## config.mk

```make
export PLATFORM = sky130hd
export DESIGN_NAME = navigate_prof
export DESIGN_NICKNAME = d
export VERILOG_FILES = /design/src/rtl/navigate_prof.sv
export SDC_FILE = /design/constraint.sdc
export NUM_CORES = 1
export LEC_CHECK = 0
export ABC_AREA = 0
export CORE_UTILIZATION = 45
export DETAILED_ROUTE_END_ITERATION = 10
export DONT_BUFFER_PORTS = 1
export GPL_ROUTABILITY_DRIVEN = 0
export SLEW_MARGIN = 20
export SYNTH_ARGS = -nofsm -noshare
export SYNTH_HDL_FRONTEND = slang
export SYNTH_SLANG_ARGS = --single-unit
```

## constraint.sdc

```tcl
create_clock -name clk -period 8.83 [get_ports clk]
set_clock_uncertainty 0.15 [all_clocks]
set_input_delay 1.766 -clock clk [delete_from_list [all_inputs] [get_ports clk]]
set_output_delay 1.766 -clock clk [all_outputs]
set_load 0.01 [all_outputs]
```

## src/rtl/navigate_prof.sv

```systemverilog
// Maze-navigation move sequencer: heading changes with timeout, forward moves with
// ramped speed, stop at the Nth qualifying side opening, and abort handling.
module navigate_prof #(
    parameter int unsigned SPD_W      = 11,
    parameter int unsigned MAX_SPD    = 672,
    parameter int unsigned MIN_SPD    = 208,
    parameter int unsigned INC        = 24,
    parameter int unsigned DECN_SHIFT = 1,
    parameter int unsigned DECF_SHIFT = 3,
    parameter int unsigned CNT_W      = 3,
    parameter int unsigned TMO_W      = 20
) (
    input  logic             clk,
    input  logic             rst,
    input  logic             strt_hdng,
    input  logic             strt_mv,
    input  logic             abort,
    input  logic             stp_lft,
    input  logic             stp_rght,
    input  logic [CNT_W-1:0] opn_cnt,
    input  logic             hdng_rdy,
    input  logic             at_hdng,
    input  logic             lft_opn,
    input  logic             rght_opn,
    input  logic             frwrd_opn,
    output logic             mv_cmplt,
    output logic             mv_err,
    output logic             moving,
    output logic             en_fusion,
    output logic [SPD_W-1:0] frwrd_spd,
    output logic [2:0]       state_o
);

    localparam int unsigned EW = SPD_W + 1;
    localparam logic [EW-1:0]    MAX_E   = EW'(MAX_SPD);
    localparam logic [EW-1:0]    INC_E   = EW'(INC);
    localparam logic [EW-1:0]    STEP_N  = EW'(INC << DECN_SHIFT);
    localparam logic [EW-1:0]    STEP_F  = EW'(INC << DECF_SHIFT);
    localparam logic [SPD_W-1:0] HALF_SP = SPD_W'(MAX_SPD >> 1);
    // Last count before the timeout value is reached; exit fires as the counter gets there.
    localparam logic [TMO_W-1:0] TMO_PRE = {{(TMO_W-1){1'b1}}, 1'b0};

    typedef enum logic [2:0] {
        IDLE = 3'd0,
        HEAD = 3'd1,
        ACCL = 3'd2,
        DECN = 3'd3,
        DECF = 3'd4
    } state_t;

    state_t           state_q, state_d;
    logic [SPD_W-1:0] spd_q, spd_d;
    logic [CNT_W-1:0] cnt_q, cnt_d;
    logic [TMO_W-1:0] tmo_q, tmo_d;
    logic             err_q, err_d;
    logic             mv_cmplt_q, mv_cmplt_d;
    logic             mv_err_q, mv_err_d;
    logic             moving_q, moving_d;
    logic             en_fusion_q, en_fusion_d;
    logic             lft_opn_q, rght_opn_q, at_hdng_q;

    logic             lft_rise, rght_rise, at_rise, qual_rise;
    logic [EW-1:0]    spd_e, spd_up, step;

    assign lft_rise  = lft_opn & ~lft_opn_q;
    assign rght_rise = rght_opn & ~rght_opn_q;
    assign at_rise   = at_hdng & ~at_hdng_q;
    assign qual_rise = (lft_rise & stp_lft) | (rght_rise & stp_rght);

    assign spd_e  = {1'b0, spd_q};
    assign spd_up = spd_e + INC_E;
    assign step   = (state_q == DECF) ? STEP_F : STEP_N;

    // Next-state, speed ramp, opening count and heading timeout.
    always_comb begin
        state_d = state_q;
        spd_d   = spd_q;
        cnt_d   = cnt_q;
        tmo_d   = tmo_q;
        err_d   = err_q;
        case (state_q)
            IDLE: begin
                if (strt_mv) begin
                    state_d = ACCL;
                    spd_d   = SPD_W'(MIN_SPD);
                    cnt_d   = (opn_cnt == '0) ? CNT_W'(1) : opn_cnt;
                    err_d   = 1'b0;
                end else if (strt_hdng) begin
                    state_d = HEAD;
                    tmo_d   = '0;
                    err_d   = 1'b0;
                end
            end
            HEAD: begin
                tmo_d = tmo_q + TMO_W'(1);
                if (abort || tmo_q == TMO_PRE) begin
                    state_d = IDLE;
                    err_d   = 1'b1;
                end else if (at_rise) begin
                    state_d = IDLE;
                end
            end
            ACCL: begin
                if (hdng_rdy) spd_d = (spd_up > MAX_E) ? SPD_W'(MAX_SPD) : spd_up[SPD_W-1:0];
                if (abort) begin
                    state_d = DECF;
                    err_d   = 1'b1;
                end else if (!frwrd_opn) begin
                    state_d = DECF;
                end else if (qual_rise) begin
                    cnt_d = cnt_q - CNT_W'(1);
                    if (cnt_q == CNT_W'(1)) state_d = DECN;
                end
            end
            DECN, DECF: begin
                if (hdng_rdy) spd_d = (spd_e > step) ? SPD_W'(spd_e - step) : '0;
                if (abort && state_q == DECN) err_d = 1'b1;
                if (spd_q == '0) state_d = IDLE;
                else if (state_q == DECN && (abort || !frwrd_opn)) state_d = DECF;
            end
            default: state_d = IDLE;
        endcase
        mv_cmplt_d  = (state_q != IDLE) && (state_d == IDLE);
        mv_err_d    = mv_cmplt_d && err_d;
        moving_d    = (state_d != IDLE);
        en_fusion_d = (spd_d > HALF_SP);
    end

    always_ff @(posedge clk) begin
        if (rst) begin
            state_q     <= IDLE;
            spd_q       <= '0;
            cnt_q       <= '0;
            tmo_q       <= '0;
            err_q       <= 1'b0;
            mv_cmplt_q  <= 1'b0;
            mv_err_q    <= 1'b0;
            moving_q    <= 1'b0;
            en_fusion_q <= 1'b0;
            lft_opn_q   <= 1'b1;
            rght_opn_q  <= 1'b1;
            at_hdng_q   <= 1'b1;
        end else begin
            state_q     <= state_d;
            spd_q       <= spd_d;
            cnt_q       <= cnt_d;
            tmo_q       <= tmo_d;
            err_q       <= err_d;
            mv_cmplt_q  <= mv_cmplt_d;
            mv_err_q    <= mv_err_d;
            moving_q    <= moving_d;
            en_fusion_q <= en_fusion_d;
            lft_opn_q   <= lft_opn;
            rght_opn_q  <= rght_opn;
            at_hdng_q   <= at_hdng;
        end
    end

    assign mv_cmplt  = mv_cmplt_q;
    assign mv_err    = mv_err_q;
    assign moving    = moving_q;
    assign en_fusion = en_fusion_q;
    assign frwrd_spd = spd_q;
    assign state_o   = 3'(state_q);

endmodule

```

# Yosys cells after proc, flatten, opt, wreduce, memory -nomap -nowiden
# Cells that the tools add are included.
# W data, S select, Z words.
dict set report totals {
  register_bits 45
  in_bits 15
  word_cells 91
}
dict set report op_classes {
  addsub 4
  n_lt_le_gt_ge 3
  n_eq_ne 12
  n_mux 33
  bitwise 9
  reduce_logical 18
}
# operator count
set op_table {}
lappend op_table {{$mux W11} 5}
lappend op_table {{$mux W3} 15}
lappend op_table {{$mux W20} 2}
lappend op_table {{$pmux W20 S2} 1}
lappend op_table {{$pmux W11 S3} 1}
lappend op_table {{$add A20 B1 Y20 const B} 1}
lappend op_table {{$eq A20 B20 Y1 const B} 1}
lappend op_table {{$add A11 B5 Y12 const B} 1}
lappend op_table {{$gt A12 B10 Y1 const B} 1}
lappend op_table {{$ne A2 B2 Y1 const B} 6}
lappend op_table {{$pmux W3 S4} 1}
lappend op_table {{$gt A11 B8 Y1} 1}
lappend op_table {{$gt A11 B9 Y1 const B} 1}
lappend op_table {{$logic_not A11 Y1} 1}
lappend op_table {{$sub A11 B8 Y11} 1}
lappend op_table {{$logic_not A3 Y1} 3}
lappend op_table {{$mux W8} 1}
lappend op_table {{$eq A3 B1 Y1 const B} 2}
lappend op_table {{$eq A3 B2 Y1 const B} 2}
lappend op_table {{$pmux W3 S2} 1}
lappend op_table {{$reduce_bool A3 Y1} 2}
lappend op_table {{$and A1 B1 Y1} 5}
lappend op_table {{$mux W1} 5}
lappend op_table {{$reduce_and A5 Y1} 1}
lappend op_table {{11 further kinds} 18}

# Depth between registers and ports, before layout
dict set report logic_depth {
  ltp_word 11
  mapped_depth 14
  depth_no_buf 13
}

# Worst setup path after synthesis
# Ideal clock, no wire load.
dict set report synth_timing {
  path_type {input -> register}
  from {in hdng_rdy}
  to {reg en_fusion_q, in the netlist en_fusion}
  arrival_ns 3.240
  required_ns 8.551
  path_slack_ns 5.311
  stages 7
  cell_sequence {inv_1 -> or4_4 -> a21o_1 -> and3_4 -> a211o_1 -> o311ai_1 -> a31oi_1}
}
dict set report synth_between {
  elab_chain_cells 3
  elab_cells_between_ends 4
  cone_classes {order compare (1); mux (3)}
}
# element line_no
set synth_rtl {}
lappend synth_rtl {{start, declared} 21} ;# input logic hdng_rdy,
lappend synth_rtl {{$mux W11 (on tied branches)} {116, 104}}
lappend synth_rtl {{$pmux W11 S3 *} 81} ;# case (state_q)
lappend synth_rtl {{$gt A11 B9 Y1 *} 126} ;# en_fusion_d = (spd_d > HALF_SP);
lappend synth_rtl {{end signal, assigned} 152} ;# en_fusion_q <= en_fusion_d;
lappend synth_rtl {{end, declared} 59} ;# logic en_fusion_q, en_fusion_d;
# Every way passes the cells marked *; elsewhere a longest branch is shown, timed or not.
# A chain may end at the register's enable or synchronous reset.

# Worst setup path after layout
dict set report layout_timing {
  from {reg state_q[2], in the netlist state_o[2]}
  to {reg en_fusion_q, in the netlist en_fusion}
}
dict set report layout_between {
  elab_chain_cells 7
  elab_cells_between_ends 12
  cone_classes {add/sub (1); order compare (2); eq/ne (3); mux (4); reduce/logical (2)}
}
# element line_no
set layout_rtl {}
lappend layout_rtl {{start, declared} 51} ;# state_t state_q, state_d;
lappend layout_rtl {{start signal, assigned} 144} ;# state_q <= state_d;
lappend layout_rtl {{$eq A3 B3 Y1} {72, 81}}
lappend layout_rtl {{$mux W8} 72} ;# assign step = (state_q == DECF) ? STEP_F : STEP_N;
lappend layout_rtl {{$sub A11 B8 Y11 or $gt A11 B8 Y1 (tied branches)} 116} ;# if (hdng_rdy) spd_d = (spd_e > step) ? SPD_W'(spd_e - step) : '0;
lappend layout_rtl {{$mux W11 (2 in series)} 116}
lappend layout_rtl {{$pmux W11 S3 *} 81}
lappend layout_rtl {{$gt A11 B9 Y1 *} 126}
# Marks and branches as above.

==> impl_summary.txt <==
----------------------------------------------------
[Critical path]
  Critical path required time ... 8860 ps
  Reg2Reg Capture Point ... en_fusion
  Critical R2R Launch ... state_o[2]
  Setup slack on the worst flop-to-flop path ... 4820 ps
  Worst Path Arrival ... 4050 ps
  Startpoint class of the critical path ... flip-flop
  Worst reg-to-reg path cell count ... 11
  Crit Path Max Fanout ... 21
  Crit Path Class ... flip-flop to flip-flop
  Start point of the critical path ... state_o[2]
  Critical Path End Type ... flip-flop

[Detailed routing]
  Metal1 wirelength ... 3320 um
  Vias per std cell ... 6.05
  Drt total wl ... between 7000 and 8000 um
  Detailed route wirelength on metal3 ... 515 um
  Remaining number of nets flagged by the antenna check after routing ... 0
  Highest routing layer actually used ... met4
  Average wire length per cell after detail routing ... 16.3 um
  Detailed Route Iter0 Violations ... 207
  Detailed-route via count ... 2650
  Routed wl met2 ... 3230 um
  Number of iterations in the first detailed-routing pass ... 4
  DRC Markers ... 0

[Finish]
  Commonest cells after routing, fill and taps aside ... sky130_fd_sc_hd__nor2_1 (49), sky130_fd_sc_hd__dfxtp_1 (45), sky130_fd_sc_hd__nand2_1 (28)
  Area of the multi-input gates ... 1860 um^2
  Area used by sequential logic in the layout ... 901 um^2
  Most common library cell in the layout ignoring fill and taps ... sky130_fd_sc_hd__nor2_1
  Share of post-route cells with drive strength above 1 ... 6.06%
  Count of nets after finishing ... 387
  Final antenna diode count ... 0
  Count of fill cells added during filler insertion ... 617
  Area growth from synthesis to layout ... 3.54%

[Floorplanning]
  Area of the die ... about 6800 um^2
  Initial Utilization ... 47.9%
  Die Ht ... 82.3 um
  I/O Pins ... 33
  Core Box Area ... 6060 um^2
  Die extent in x ... 82.3 um
  Count of standard-cell rows ... 28

[Global route]
  Number of antenna violations at the first check in global routing ... 0
  First-pass GRT wire length ... 11500 um
  Total routing resource utilization after global routing ... 22.2%
  Via count of the first global-routing pass ... roughly 2400
  Largest net degree at the start of global routing ... 28
  Total grt overflow ... 0

[Power]
  Peak supply drop ... 0.0855 mV
  Leakage power total ... 0.00110 uW
  Power per standard cell area ... about 160 nW/um^2

[Timing]
  Measured slew at the worst slew-check pin ... ~750 ps
  Setup TNS ... 0 ps
  Share of the cycle needed by the critical path after routing ... 45.5%
  Final Setup Violations ... 0
  Worst hold margin ... 346 ps
  Number of max-slew violations in the final report ... 0
  Unrepaired setup endpoints after global routing ... false
  Hold violation total from the final report ... 0
  Worst slew margin relative to its limit ... 49.6%
  Post-layout minimum cycle time ... 4010 ps
  Peak Freq ... between 0.2 and 0.25 GHz

[Placed design]
  Number of buffers added on ports ... 0
  Half-perimeter wire length of the detailed placement result ... 5170 um

[Synth]
  Mean cell area of the mapped netlist ... 7.78 um^2
  Mapped Area ... 2900 um^2
  Synthesized flop and latch total ... 45
  Number of instances in the synthesized netlist ... 373
  Flip-flop cell with the highest count after synthesis ... sky130_fd_sc_hd__dfxtp_1
  Count of flip-flops with a built-in enable after synthesis ... 0
  Warning count from the yosys run ... 0
  Fraction of the yosys area taken by sequential cells ... 31.0%
  Async set or reset register ratio after synthesis ... 0%
  Nets in the synthesized netlist ... roughly 400
  Count of unique library cells instantiated by Yosys ... between 60 and 70

[CTS]
  Number of hold buffers added after cts ... 0
  Clock buffers created by TritonCTS ... 5
  Clock-pin slew on the worst setup and hold paths ... 90 ps
  Source-to-sink clock delay at the later pin of the worst-skew pair ... around 300 ps
  Root Buffer Master ... sky130_fd_sc_hd__clkbuf_8
  CTS tree ... yes
  Post CTS Setup Buffer Count ... 0
  Number of cells upsized or downsized after cts ... 0
  Maximum buffer depth of the clock tree ... 2
  H-Tree Level Count ... 2
  Clock sink count ... 45

[Status]
  Run status ... finished, final reports clean

[Hold path]
  Startpoint of the most critical hold path ... tmo_q[7]
  Worst min-delay path endpoint ... tmo_q[7]
  Number of instances on the worst hold path ... 2
  Min-Delay Path Class ... flip-flop to flip-flop

[Flow run]
  Number of max-cap violations ... 0

----------------------------------------------------
-- routing by layer --
metal  vias to the layer above  GRT usage (%)
met4                         0           6.32
met1                      1217           29.2
met3                         7           4.62
met5                         -              0
met2                        95           36.3
li1                       1331              -
-- per-stage QoR --
step | util, % | total power (uW) | setup WS, ps | cell area [um^2] | instances
floorplan | - | 325 | 5310 | 2900 | 373
CTS | 49.6 | 485 | 4820 | 3000 | 438
detailed placement | 48.0 | 349 | 4870 | 2910 | 430
finish | 49.6 | 483 | 4820 | 3000 | 438
global route | 49.6 | 508 | 4550 | 3000 | 438
global placement | 48.0 | 349 | 5030 | 2910 | 430
-- cell type report --
cell class,instances,area share (%)
multi-input cells,294,61.8
well taps,75,3.12
inverters,16,2.00
clock buffers,5,2.29
flip-flops and latches,45,30.0
clock inverters,3,0.833
-- sequential cells by signal (all words and copies together), names as in the netlist, 3 cells and up --
register,cells
cnt_q,3
tmo_q,20
state_o,3
frwrd_spd,11
-- worst max-delay path: stages, from the launching register on --
cell                       delay [ps]
sky130_fd_sc_hd__dfxtp_1          810
sky130_fd_sc_hd__nor3b_2          570
sky130_fd_sc_hd__inv_1            190
sky130_fd_sc_hd__ha_1             380
sky130_fd_sc_hd__o21a_1           190
sky130_fd_sc_hd__o31a_1           160
sky130_fd_sc_hd__or4_4            460
sky130_fd_sc_hd__a21oi_2          210
sky130_fd_sc_hd__o21ai_1          140
sky130_fd_sc_hd__a211o_1          280
sky130_fd_sc_hd__o311ai_1         250
sky130_fd_sc_hd__a31oi_1          120
-- cell usage after synthesis, types with 2 or more instances --
master                      n  area share, %
sky130_fd_sc_hd__a211oi_1   5            1.3
sky130_fd_sc_hd__nor3b_1    2           0.52
sky130_fd_sc_hd__nor2b_1    8            1.7
sky130_fd_sc_hd__xor2_1    14            4.2
sky130_fd_sc_hd__nand4_1    6            1.3
sky130_fd_sc_hd__dfxtp_1   45             31
sky130_fd_sc_hd__o211ai_1   2           0.52
sky130_fd_sc_hd__o31a_1     3           0.91
sky130_fd_sc_hd__a31oi_1    7            1.5
sky130_fd_sc_hd__or4_1      2           0.52
sky130_fd_sc_hd__xnor2_1    5            1.5
sky130_fd_sc_hd__a21oi_1   26            4.5
sky130_fd_sc_hd__o21a_1     2           0.52
sky130_fd_sc_hd__a211o_1    4            1.2
sky130_fd_sc_hd__inv_1     16            2.1
sky130_fd_sc_hd__nor2_1    49            6.3
sky130_fd_sc_hd__o21ai_0   15            2.6
sky130_fd_sc_hd__and3_1     3           0.65
sky130_fd_sc_hd__clkbuf_1   8            1.0
sky130_fd_sc_hd__ha_1       9            3.9
sky130_fd_sc_hd__o21ai_1    4           0.69
sky130_fd_sc_hd__buf_2      5           0.86
sky130_fd_sc_hd__o21bai_1   4            1.0
sky130_fd_sc_hd__or3_1      6            1.3
sky130_fd_sc_hd__nor4_1     3           0.65
sky130_fd_sc_hd__a221oi_1   5            1.5
sky130_fd_sc_hd__nor3_1    14            2.4
sky130_fd_sc_hd__or2_2      4           0.86
sky130_fd_sc_hd__and2_1     6            1.3
sky130_fd_sc_hd__nand3_1   13            2.2
sky130_fd_sc_hd__buf_1      3           0.39
sky130_fd_sc_hd__a21o_1     5            1.3
sky130_fd_sc_hd__and4_1     3           0.91
sky130_fd_sc_hd__nand2_1   28            3.6
sky130_fd_sc_hd__nand2b_1   5            1.1
-- cells by family (layout without fill, tap and decap cells) --
kind of cell / after synthesis / in the layout / synth area share (%)
flops: 45 / 45 / 31.0
compound gates: 105 / 105 / 25.5
xor+xnor: 19 / 19 / 5.74
simple gates: 159 / 159 / 27.8
fa+ha+maj: 10 / 10 / 4.57
mux: 1 / 1 / 0.345
buf+inv: 34 / 24 / 5.00
-- power by group --
group          switching, uW  internal (uW)
registers               22.2            211
logic                   66.2           47.5
clock network           78.2           57.3
total                    167            316
-- worst max path at each step --
| stage | slack, ps | depth (start not counted) | to |
|---|---|---|---|
| floorplan | 5310 | 7 | en_fusion |
| global placement | 5030 | 11 | en_fusion |
| detailed placement | 4870 | 11 | en_fusion |
| CTS | 4820 | 11 | en_fusion |
| global route | 4550 | 11 | en_fusion |
| finish | 4820 | 11 | en_fusion |
(Power assumes the default switching activity.)
